==> src/rtl/lte_hw_acc_pkg.sv <==
`default_nettype none
// ============================================================================
// lte_hw_acc_pkg : shared constants and types for the LTE accelerator chain
// Rev 1.0
// ============================================================================
package lte_hw_acc_pkg;

    localparam int QPSK_AMP_DEFAULT = 23170;
    localparam int LOF_W            = 8;

    typedef enum logic [1:0] {
        IDLE = 2'd0,
        HALF = 2'd1,
        FULL = 2'd2
    } qpsk_state_t;

endpackage
`default_nettype wire

==> src/rtl/lte_hw_acc_axis_reg.sv <==
`default_nettype none
// ============================================================================
// lte_hw_acc_axis_reg : single-stage registered AXI-Stream slice {I, Q, sof, lof}
// Rev 1.0
// ============================================================================
module lte_hw_acc_axis_reg
    import lte_hw_acc_pkg::*;
#(
    parameter int OUT_WIDTH = 16
) (
    input  logic                 clk,
    input  logic                 rstn,
    input  logic                 load,
    input  logic [OUT_WIDTH-1:0] in_i,
    input  logic [OUT_WIDTH-1:0] in_q,
    input  logic                 in_sof,
    input  logic [LOF_W-1:0]     in_lof,
    input  logic                 m_ready,
    output logic                 m_valid,
    output logic [OUT_WIDTH-1:0] m_data_i,
    output logic [OUT_WIDTH-1:0] m_data_q,
    output logic                 out_sof,
    output logic [LOF_W-1:0]     out_lof
);

    logic                 valid_d, valid_q;
    logic [OUT_WIDTH-1:0] data_i_d, data_i_q;
    logic [OUT_WIDTH-1:0] data_q_d, data_q_q;
    logic                 sof_d, sof_q;
    logic [LOF_W-1:0]     lof_d, lof_q;

    // The caller only asserts load when the slot is empty or draining.
    always_comb begin
        valid_d  = valid_q;
        data_i_d = data_i_q;
        data_q_d = data_q_q;
        sof_d    = sof_q;
        lof_d    = lof_q;
        if (load) begin
            valid_d  = 1'b1;
            data_i_d = in_i;
            data_q_d = in_q;
            sof_d    = in_sof;
            lof_d    = in_lof;
        end else if (m_ready) begin
            valid_d  = 1'b0;
        end
    end

    always_ff @(posedge clk or negedge rstn) begin
        if (!rstn) begin
            valid_q  <= 1'b0;
            data_i_q <= '0;
            data_q_q <= '0;
            sof_q    <= 1'b0;
            lof_q    <= '0;
        end else begin
            valid_q  <= valid_d;
            data_i_q <= data_i_d;
            data_q_q <= data_q_d;
            sof_q    <= sof_d;
            lof_q    <= lof_d;
        end
    end

    assign m_valid  = valid_q;
    assign m_data_i = data_i_q;
    assign m_data_q = data_q_q;
    assign out_sof  = sof_q;
    assign out_lof  = lof_q;

endmodule
`default_nettype wire

==> src/rtl/lte_hw_acc_qpsk_mapper.sv <==
`default_nettype none
// ============================================================================
// lte_hw_acc_qpsk_mapper : packs scrambled bit pairs into LTE QPSK I/Q symbols
// Rev 1.0
// ============================================================================
module lte_hw_acc_qpsk_mapper
    import lte_hw_acc_pkg::*;
#(
    parameter int OUT_WIDTH = 16,
    parameter int QPSK_AMP  = QPSK_AMP_DEFAULT
) (
    input  logic                 clk,
    input  logic                 rstn,
    input  logic                 ce,
    input  logic                 s_data,
    input  logic                 s_valid,
    output logic                 s_ready,
    input  logic                 in_sof,
    input  logic [LOF_W-1:0]     in_lof,
    output logic [OUT_WIDTH-1:0] m_data_i,
    output logic [OUT_WIDTH-1:0] m_data_q,
    output logic                 m_valid,
    input  logic                 m_ready,
    output logic                 out_sof,
    output logic [LOF_W-1:0]     out_lof,
    output logic                 err_pulse
);

    localparam logic [OUT_WIDTH-1:0] AMP_POS = OUT_WIDTH'(QPSK_AMP);
    localparam logic [OUT_WIDTH-1:0] AMP_NEG = OUT_WIDTH'(-QPSK_AMP);

    qpsk_state_t      state_d, state_q;
    logic [LOF_W-1:0] remain_d, remain_q;
    logic [LOF_W-1:0] lof_d, lof_q;
    logic             held_d, held_q;
    logic             first_d, first_q;
    logic             err_d, err_q;

    logic             s_xfer;
    logic             sym_load;
    logic             sym_b0, sym_b1, sym_sof;
    logic [LOF_W-1:0] sym_lof;
    logic [LOF_W-1:0] new_lof;

    assign s_ready = ce && (!m_valid || m_ready);
    assign s_xfer  = s_valid && s_ready;
    // ceil(in_lof/2) without a carry bit: halve, then round up odd lengths.
    assign new_lof = {1'b0, in_lof[LOF_W-1:1]} + LOF_W'(in_lof[0]);

    always_comb begin
        state_d  = state_q;
        remain_d = remain_q;
        lof_d    = lof_q;
        held_d   = held_q;
        first_d  = first_q;
        err_d    = 1'b0;
        sym_load = 1'b0;
        sym_b0   = 1'b0;
        sym_b1   = 1'b0;
        sym_sof  = 1'b0;
        sym_lof  = lof_q;
        if (s_xfer) begin
            if (in_sof) begin
                // A new sof always restarts; an unfinished frame is an error.
                if (state_q != IDLE) err_d = 1'b1;
                if (in_lof == '0) begin
                    err_d   = 1'b1;
                    state_d = IDLE;
                end else if (in_lof == LOF_W'(1)) begin
                    sym_load = 1'b1;
                    sym_b0   = s_data;
                    sym_sof  = 1'b1;
                    sym_lof  = LOF_W'(1);
                    lof_d    = LOF_W'(1);
                    first_d  = 1'b0;
                    state_d  = IDLE;
                end else begin
                    held_d   = s_data;
                    remain_d = in_lof - LOF_W'(1);
                    lof_d    = new_lof;
                    first_d  = 1'b1;
                    state_d  = HALF;
                end
            end else begin
                case (state_q)
                    HALF: begin
                        sym_load = 1'b1;
                        sym_b0   = held_q;
                        sym_b1   = s_data;
                        sym_sof  = first_q;
                        first_d  = 1'b0;
                        remain_d = remain_q - LOF_W'(1);
                        state_d  = (remain_q == LOF_W'(1)) ? IDLE : FULL;
                    end
                    FULL: begin
                        if (remain_q == LOF_W'(1)) begin
                            sym_load = 1'b1;
                            sym_b0   = s_data;
                            sym_sof  = first_q;
                            first_d  = 1'b0;
                            remain_d = '0;
                            state_d  = IDLE;
                        end else begin
                            held_d   = s_data;
                            remain_d = remain_q - LOF_W'(1);
                            state_d  = HALF;
                        end
                    end
                    default: err_d = 1'b1;
                endcase
            end
        end
    end

    always_ff @(posedge clk or negedge rstn) begin
        if (!rstn) begin
            state_q  <= IDLE;
            remain_q <= '0;
            lof_q    <= '0;
            held_q   <= 1'b0;
            first_q  <= 1'b0;
            err_q    <= 1'b0;
        end else begin
            state_q  <= state_d;
            remain_q <= remain_d;
            lof_q    <= lof_d;
            held_q   <= held_d;
            first_q  <= first_d;
            err_q    <= err_d;
        end
    end

    assign err_pulse = err_q;

    lte_hw_acc_axis_reg #(
        .OUT_WIDTH (OUT_WIDTH)
    ) u_out_reg (
        .clk      (clk),
        .rstn     (rstn),
        .load     (sym_load),
        .in_i     (sym_b0 ? AMP_NEG : AMP_POS),
        .in_q     (sym_b1 ? AMP_NEG : AMP_POS),
        .in_sof   (sym_sof),
        .in_lof   (sym_lof),
        .m_ready  (m_ready),
        .m_valid  (m_valid),
        .m_data_i (m_data_i),
        .m_data_q (m_data_q),
        .out_sof  (out_sof),
        .out_lof  (out_lof)
    );

endmodule
`default_nettype wire

==> config.mk <==
export PLATFORM = sky130hd
export DESIGN_NAME = lte_hw_acc_qpsk_mapper
export DESIGN_NICKNAME = d
export VERILOG_FILES = /design/src/rtl/lte_hw_acc_pkg.sv /design/src/rtl/lte_hw_acc_axis_reg.sv /design/src/rtl/lte_hw_acc_qpsk_mapper.sv
export SDC_FILE = /design/constraint.sdc
export NUM_CORES = 1
export LEC_CHECK = 0
export ABC_AREA = 1
export BUFFER_PORTS_ARGS = -buffer_cell sky130_fd_sc_hd__buf_2
export CAP_MARGIN = 20
export CORE_MARGIN = 10
export CORE_UTILIZATION = 49
export DETAILED_ROUTE_END_ITERATION = 12
export PLACE_DENSITY = 0.77
export SYNTH_ARGS = -nofsm -noshare
export SYNTH_HDL_FRONTEND = slang
export SYNTH_SLANG_ARGS = --single-unit
==> constraint.sdc <==
create_clock -name clk -period 1.3 [get_ports clk]
set_input_delay 0.195 -clock clk [delete_from_list [all_inputs] [get_ports clk]]
set_output_delay 0.195 -clock clk [all_outputs]
set_load 0.005 [all_outputs]
==> metrics.txt, run 1 <==
status=finished with violations; failing checks=setup timing; Site Rows=26; core footprint=0.00504 mm2; worst setup margin=-294 ps; first-pass GRT wire length=11,600 um; Max VDD drop=1.29 mV; clk_skew=4.20 ps; final non-filler cell total=525; RSZ-0062 raised after global routing=true; routed vias=2,569; initial antenna violation count=0; overall die width=91.9 um; Total Routing Usage GR=0.164; Reg2Reg Capture Point=u_out_reg.out_sof; gate count of the mapped netlist=358; Die Height=91.9 um; Placed Instances=505; fin. max-slew vios=0; CTS tree=yes; # DRC=0; Yosys top cell by area=dfrtp_1; Hold Violations, Final=0; Hold Path End=held_q; CTS Root Cell=clkbuf_8; Yosys cell types=29; GPL Wtd Cong=0.894; H-tree levels=2; clock-pin transition on the worst setup and hold timing paths=80 ps; Clock Latency Late Sink=290 ps; die area=0.00844 mm2; Worst Path Arrival=1770 ps; clk buf depth=2; drt wl/cell=14.1 um; Crit. End Element=flop; WP data required=1480 ps; Overall Power=6.22 mW; Seq/Total Area, Yosys=0.356; leakage=1.94 nW; Filler Cells Inserted=410; R2R depth=9; Hold Crit Depth=3; Area Overhead vs Synth=41.7%; # nets final=479; WL final=7410 um; # Max-Cap Violations=0; share of layout cells above drive strength 1=0.444; FF+latch count, synth=36; synth warn=0; largest net degree at the start of global routing=25; I/O Buffers=56; mapped cell area=0.00253 mm2; initial core utilization=0.502; Num CTS Buffers=5; Crit Path Max Fanout=8; crit-path max cell delay=390 ps; reg2reg setup slack=-290 ps; hold wc startpoint=s_data; PD cells=1730 mW/mm2; Multi-input gate area=0.00151 mm2; DR pass1 iterations=4; DRT antenna net count=0; syn_area_per_cell=7.07 um2; DR iter-0 viols=140; sum of negative setup slack=-6410 ps; kind of critical path=reg -> reg; GRT Residual Overflow=0; slowest CP cell=dfrtp_1; crit path cell chain=inv_2 > ha_4 > nor2_4 > nor2_4 > nand2_2 > nor2_4 > nand2_8 > nand2_4 > nand2_2; Reg area=901 um2; fin crit share=1.23; CP Launch Type=flop; Num Clock Sinks=36; maximum clock frequency=627 MHz; number of top-level pins=59; vias in the first global route=2,512; post-DP HPWL=5190 um; Crit Reg-Reg Startpoint=state_q[1]; Crit path top cell by count=nor2_4; Yosys top cell area share=0.356; diodes inserted=0; DR vias/cell=4.89; Final Critical Period=1590 ps; final setup vio count=27; Area contributors post-synth=dfrtp_1, nand2_1, buf_4; Hold/Removal Path Class=in -> reg
==> registers in the layout, summed over array words and instances, names as in the netlist <==
signal / count
err_pulse: 1
first_q: 1
held_q: 1
lof_q: 8
remain_q: 8
state_q: 2
u_out_reg.m_data_i: 2
u_out_reg.m_data_q: 3
u_out_reg.m_valid: 1
u_out_reg.out_lof: 8
u_out_reg.out_sof: 1
==> per-stage QoR <==
step | setup slack (ps) | hold WS (ps) | utilization | area, um2
2_1_floorplan | -109 | -101 | - | 2580
3_3_place_gp | -265 | 132 | 0.615 | 3100
3_5_place_dp | -309 | 133 | 0.615 | 3100
4_1_cts | -174 | 198 | 0.668 | 3370
5_1_grt | -337 | 221 | 0.711 | 3590
6_report | -294 | 208 | 0.711 | 3590
==> cells in the mapped netlist <==
| library cell | number |
|---|---|
| dfrtp_1 | 36 |
| inv_1 | 41 |
| inv_2 | 3 |
| or2_2 | 2 |
| xnor2_1 | 1 |
| clkbuf_1 | 1 |
| buf_6 | 3 |
| xor2_1 | 6 |
| o21bai_1 | 1 |
| o21ai_1 | 1 |
| nand2_4 | 3 |
| nand3_2 | 1 |
| nand2_1 | 127 |
| nand3_1 | 24 |
| nand2_2 | 1 |
| nor3_2 | 1 |
| nor2_1 | 28 |
| nand4_1 | 3 |
| ha_1 | 10 |
| clkbuf_8 | 1 |
| nor2_2 | 4 |
| nor2_4 | 4 |
| conb_1 | 1 |
| a21oi_1 | 3 |
| nand3b_1 | 1 |
| buf_4 | 27 |
| o21ai_0 | 21 |
| nor3_1 | 2 |
| inv_4 | 1 |
==> placed cells by master, fill, tap and decap left out, types with 2 or more instances in the layout <==
| master | Yosys | final |
|---|---|---|
| inv_2 | 3 | 9 |
| xor2_1 | 6 | 6 |
| conb_1 | 1 | 2 |
| nand4_1 | 3 | 3 |
| dfrtp_1 | 36 | 36 |
| ha_4 | 0 | 3 |
| o21ai_0 | 21 | 10 |
| o21ai_2 | 0 | 2 |
| nand3_4 | 0 | 3 |
| or2_2 | 2 | 2 |
| nand3_2 | 1 | 5 |
| nor3_1 | 2 | 2 |
| nand3_1 | 24 | 17 |
| clkbuf_8 | 1 | 5 |
| nor2_1 | 28 | 22 |
| buf_2 | 0 | 55 |
| buf_6 | 3 | 7 |
| buf_4 | 27 | 50 |
| o21ai_1 | 1 | 10 |
| ha_1 | 10 | 6 |
| nor2_2 | 4 | 2 |
| nand2_4 | 3 | 6 |
| buf_12 | 0 | 2 |
| nand2_1 | 127 | 99 |
| nor2_4 | 4 | 13 |
| nand2_2 | 1 | 27 |
| inv_1 | 41 | 35 |
==> metal layers <==
| layer | wire length (um) | GRT usage | up-vias |
|---|---|---|---|
| li1 | - | - | 1272 |
| met2 | 3850 | 0.285 | 89 |
| met4 | 126 | 0.0514 | 0 |
| met3 | 504 | 0.0497 | 13 |
| met1 | 2930 | 0.187 | 1195 |
| met5 | 0 | 0 | - |
==> area by class of cell <==
type	count	share of cell area
timing repair inverter	1	0.00174
sequential	36	0.251
inverter	45	0.0485
clock inverter	3	0.0119
clock buffer	5	0.0192
tap	70	0.0244
timing repair buffer	116	0.222
multi-input combinational	249	0.421
==> worst max-delay path, delay by kind of cell (launching register included) <==
kind	cells	cell delay, ps
flops	1	390
simple gates	7	710
buf+inv	1	80
fa+ha+maj	1	290
==> where the power goes <==
group          switching (mW)  internal (mW)  total [mW]
combinational            1.75           1.62        3.38
sequential              0.321           1.52        1.84
clock                   0.432          0.568       0.999
total                    2.51           3.71        6.22
==> worst max path at each step <==
stage | startpoint | end | slack, ps | cells past startpoint
2_1_floorplan | state_q[0] | u_out_reg.m_data_i[13] | -110 | 10
3_3_place_gp | state_q[0] | remain_q[7] | -260 | 8
3_5_place_dp | remain_q[1] | u_out_reg.out_lof[3] | -310 | 10
4_1_cts | remain_q[1] | u_out_reg.out_lof[3] | -170 | 10
5_1_grt | state_q[1] | u_out_reg.out_sof | -340 | 9
6_report | state_q[1] | u_out_reg.out_sof | -290 | 9
==> logic make-up after synthesis <==
logic type,share of synthesized area
simple gates,0.348
buf+inv,0.168
flops,0.356
compound gates,0.0524
fa+ha+maj,0.0495
xor+xnor,0.0242
other cells,0.00148
==> timing repair <==
action                                  in CTS  in global routing
cloned                                       3                  1
endpoints found under the setup margin      36                 36
resized for setup                           30                 56
pin swaps                                   10                 32
setup buffers                                3                  4
endpoints found under the hold margin       12                  0
hold buffers                                 1                  0
Note: power is estimated with default switching activity, not from simulation.
==> inputs of run 2 (changes only) <==
Settings changed: ABC_AREA 1 to default, CORE_UTILIZATION 49 to 48, PLACE_DENSITY 0.77 to 0.76.
==> run 2 against run 1 <==
Against the previous run: the run still ends with setup timing left; setup slack got worse by 190 ps; utilization shrank 0.49 points; sequential power barely moved; cell area fell by 7.0%; routed wire length down 11%; global-route usage decreased by 1.3 points; clock skew grew 0.62 ps; via count fell by 14%; die area down 4.7%; hold slack worse by 9.1 ps; count of clock-buffer cells in the layout up 1; sequential share of layout area rose by 1.9 points; critical endpoint is now held_q; highest routed layer unchanged.
==> metrics.txt, run 2 <==
syn_area_per_cell=9.31 um2 (was 7.07 um2); FF+latch count, synth=36 (unchanged); CTS Root Cell=clkbuf_8 (unchanged); gate count of the mapped netlist=250 (was 358); failing checks=setup timing (unchanged); initial core utilization=0.493 (was 0.502); Hold Violations, Final=0 (unchanged); first-pass GRT wire length=9650 um (was 11,600 um); PD cells=1770 mW/mm2 (was 1730 mW/mm2); clk buf depth=2 (unchanged); Crit Reg-Reg Startpoint=remain_q[0] (was state_q[1]); vias in the first global route=2,070 (was 2,512); Die Height=89.7 um (was 91.9 um); clk_skew=4.83 ps (was 4.20 ps); CTS tree=yes (unchanged); slowest CP cell=dfrtp_1 (unchanged); worst setup margin=-480 ps (was -294 ps); Num CTS Buffers=5 (unchanged); Final Critical Period=1780 ps (was 1590 ps); Hold/Removal Path Class=in -> reg (unchanged); Num Clock Sinks=36 (unchanged); Primary FF master, synth=dfrtp_1 (unchanged); Core Util, Final=0.706 (was 0.711); Seq/Total Area, Yosys=0.387 (was 0.356); largest net degree at the start of global routing=22 (was 25); Crit Path Max Fanout=3 (was 8); commonest non-fill, non-tap cell in the layout=buf_2 (was nand2_1); clock-pin transition on the worst setup and hold timing paths=80 ps (about the same); die area=0.00804 mm2 (was 0.00844 mm2); initial antenna violation count=0 (unchanged); CP Launch Type=flop (unchanged); I/O Buffers=56 (unchanged); mapped cell area=0.00233 mm2 (was 0.00253 mm2); # DRC=0 (unchanged); final setup vio count=29 (was 27); most frequent cells in the layout=buf_2, buf_4, dfrtp_1 (was nand2_1, buf_2, buf_4); fraction of registers with async set/reset=1.00 (unchanged); Post-synth EDFFs=0 (unchanged); core footprint=0.00472 mm2 (was 0.00504 mm2); RSZ-0062 raised after global routing=true (unchanged); most common library cells after synthesis=dfrtp_1, buf_4, nand2_1, o21ai_0, a21oi_1 (was nand2_1, inv_1, dfrtp_1); routed vias=2,202 (was 2,569); GPL Wtd Cong=0.886 (was 0.894); Overall Power=5.92 mW (was 6.22 mW); Total Routing Usage GR=0.150 (was 0.164); Max VDD drop=0.913 mV (was 1.29 mV); Yosys cell types=50 (was 29); kind of critical path=reg -> reg (unchanged); Area Overhead vs Synth=43.3% (was 41.7%); hold wc startpoint=in_sof (was s_data); number of top-level pins=59 (unchanged); top-count cell post-synth=dfrtp_1 (was nand2_1); status=finished with violations (unchanged); Critical Path Start=remain_q[0] (was state_q[1]); DR vias/cell=5.33 (was 4.89); area of placed instances=0.00291 mm2 (was 0.00310 mm2); share of layout cells above drive strength 1=0.540 (was 0.444); fin crit share=1.37 (was 1.23); Site Rows=25 (was 26); DRT antenna net count=0 (unchanged); Final Cell Area=0.00334 mm2 (was 0.00359 mm2); # Max-Cap Violations=0 (unchanged); Worst Path Arrival=1950 ps (was 1770 ps); H-tree levels=2 (unchanged); Clock Latency Late Sink=280 ps (was 290 ps); Crit. End Element=flop (unchanged); drt wl/cell=15.9 um (was 14.1 um); WL final=6590 um (was 7410 um); synth warn=0 (unchanged); crit path cell chain=ha_4 > and4b_1 > or3b_1 > a21oi_2 > mux2_4 (was inv_2 > ha_4 > nor2_4 > nor2_4 > nand2_2 > nor2_4 > nand2_8 > nand2_4 > nand2_2); post-DP HPWL=4520 um (was 5190 um); maximum clock frequency=562 MHz (was 627 MHz); leakage=1.60 nW (was 1.94 nW); Yosys top cell by area=dfrtp_1 (unchanged); DR pass1 iterations=6 (was 4); DR iter-0 viols=146 (was 140); # nets final=370 (was 479); fin. max-slew vios=0 (unchanged); crit-path max cell delay=410 ps (was 390 ps); Area contributors post-synth=dfrtp_1, buf_4, o21ai_0 (was dfrtp_1, nand2_1, buf_4); diodes inserted=0 (unchanged); GRT Residual Overflow=0 (unchanged); overall die width=89.7 um (was 91.9 um); Yosys top cell area share=0.387 (was 0.356); WP data required=1470 ps (was 1480 ps)
-- run 2: changes by cell type in the layout (fill, tap and decap cells not counted), moves of 6 or more --
cell     previous run  this run
a21oi_2             1         9
inv_1              35         9
inv_2               9         3
nand2_1            99        21
nand2_2            27         4
nand3_1            17         7
nor2_1             22         8
nor2_4             13         2
o21ai_0            10         1
o21ai_1            10        23
o21ai_2             2         8
-- run 2: timing repair --
item,4_1_cts,5_1_grt
cloned,1,0
setup buffers,10,1
endpoints found under the setup margin,36,37
endpoints found under the hold margin,15,0
pin swaps,26,15
hold buffers,1,0
resized for setup,41,30
-- run 2: area by class of cell --
type / instances / area [um2]
Multi-Input combinational cell: 169 / 1390
Fill cell: 345 / 1390
Sequential cell: 36 / 902
Timing Repair Buffer: 120 / 811
Tap cell: 67 / 83.8
Clock buffer: 6 / 82.6
Inverter: 13 / 51.3
Clock inverter: 2 / 13.8
-- run 2: worst paths after layout --
kind                       cells past startpoint  slack [ps]                    to
hold reg to reg                                2         500              lof_q[3]
min in group asynchronous                      2         360  u_out_reg.out_lof[0]
setup / recovery                               5        -480                held_q
setup reg to reg                               5        -480                held_q
max in group asynchronous                      3         510              lof_q[2]
hold / removal                                 2         200            state_q[1]
-- run 2: through the flow --
step | worst slack [ps] | hold slack (ps) | TNS (ps) | instances
floorplan | -461 | -101 | -9540 | 251
global placement | -444 | 128 | -9980 | 392
detailed placement | -514 | 125 | -11140 | 392
CTS | -446 | 190 | -10500 | 412
global route | -539 | 216 | -12550 | 413
finish | -480 | 199 | -10560 | 413
-- run 2: power breakdown --
part | switching, mW | internal [mW] | leakage (nW)
sequential | 0.334 | 1.52 | 0.451
combinational | 1.53 | 1.68 | 1.10
clock | 0.426 | 0.434 | 0.0516
total | 2.29 | 3.63 | 1.60
-- run 2: worst max-delay path, delay by kind of cell, from the launching register on --
kind / cells / cell delay (ps)
AO/OA/AOI/OAI: 1 / 200
flip-flops: 1 / 410
AND/OR/NAND/NOR: 2 / 570
multiplexers: 1 / 320
adder cells (fa/ha/maj): 1 / 170
-- run 2: logic make-up (layout without fill, tap and decap cells) --
group,count (synthesis),count (layout),synth area share
muxes,4,4,0.0188
other,1,2,0.00161
DFF,36,36,0.387
AOI/OAI and AO/OA,67,68,0.186
and+or+nand+nor,74,74,0.184
buffers and inverters,47,141,0.127
xor gates and xnor gates,11,11,0.0414
adders and majority gates,10,10,0.0537
-- run 2: metal layers --
| layer | up-vias | wire, um | global-route usage |
|---|---|---|---|
| li1 | 1041 | - | - |
| met1 | 1054 | 2600 | 0.181 |
| met2 | 91 | 3220 | 0.269 |
| met3 | 16 | 618 | 0.0289 |
| met4 | 0 | 147 | 0.0332 |
| met5 | - | 0 | 0 |
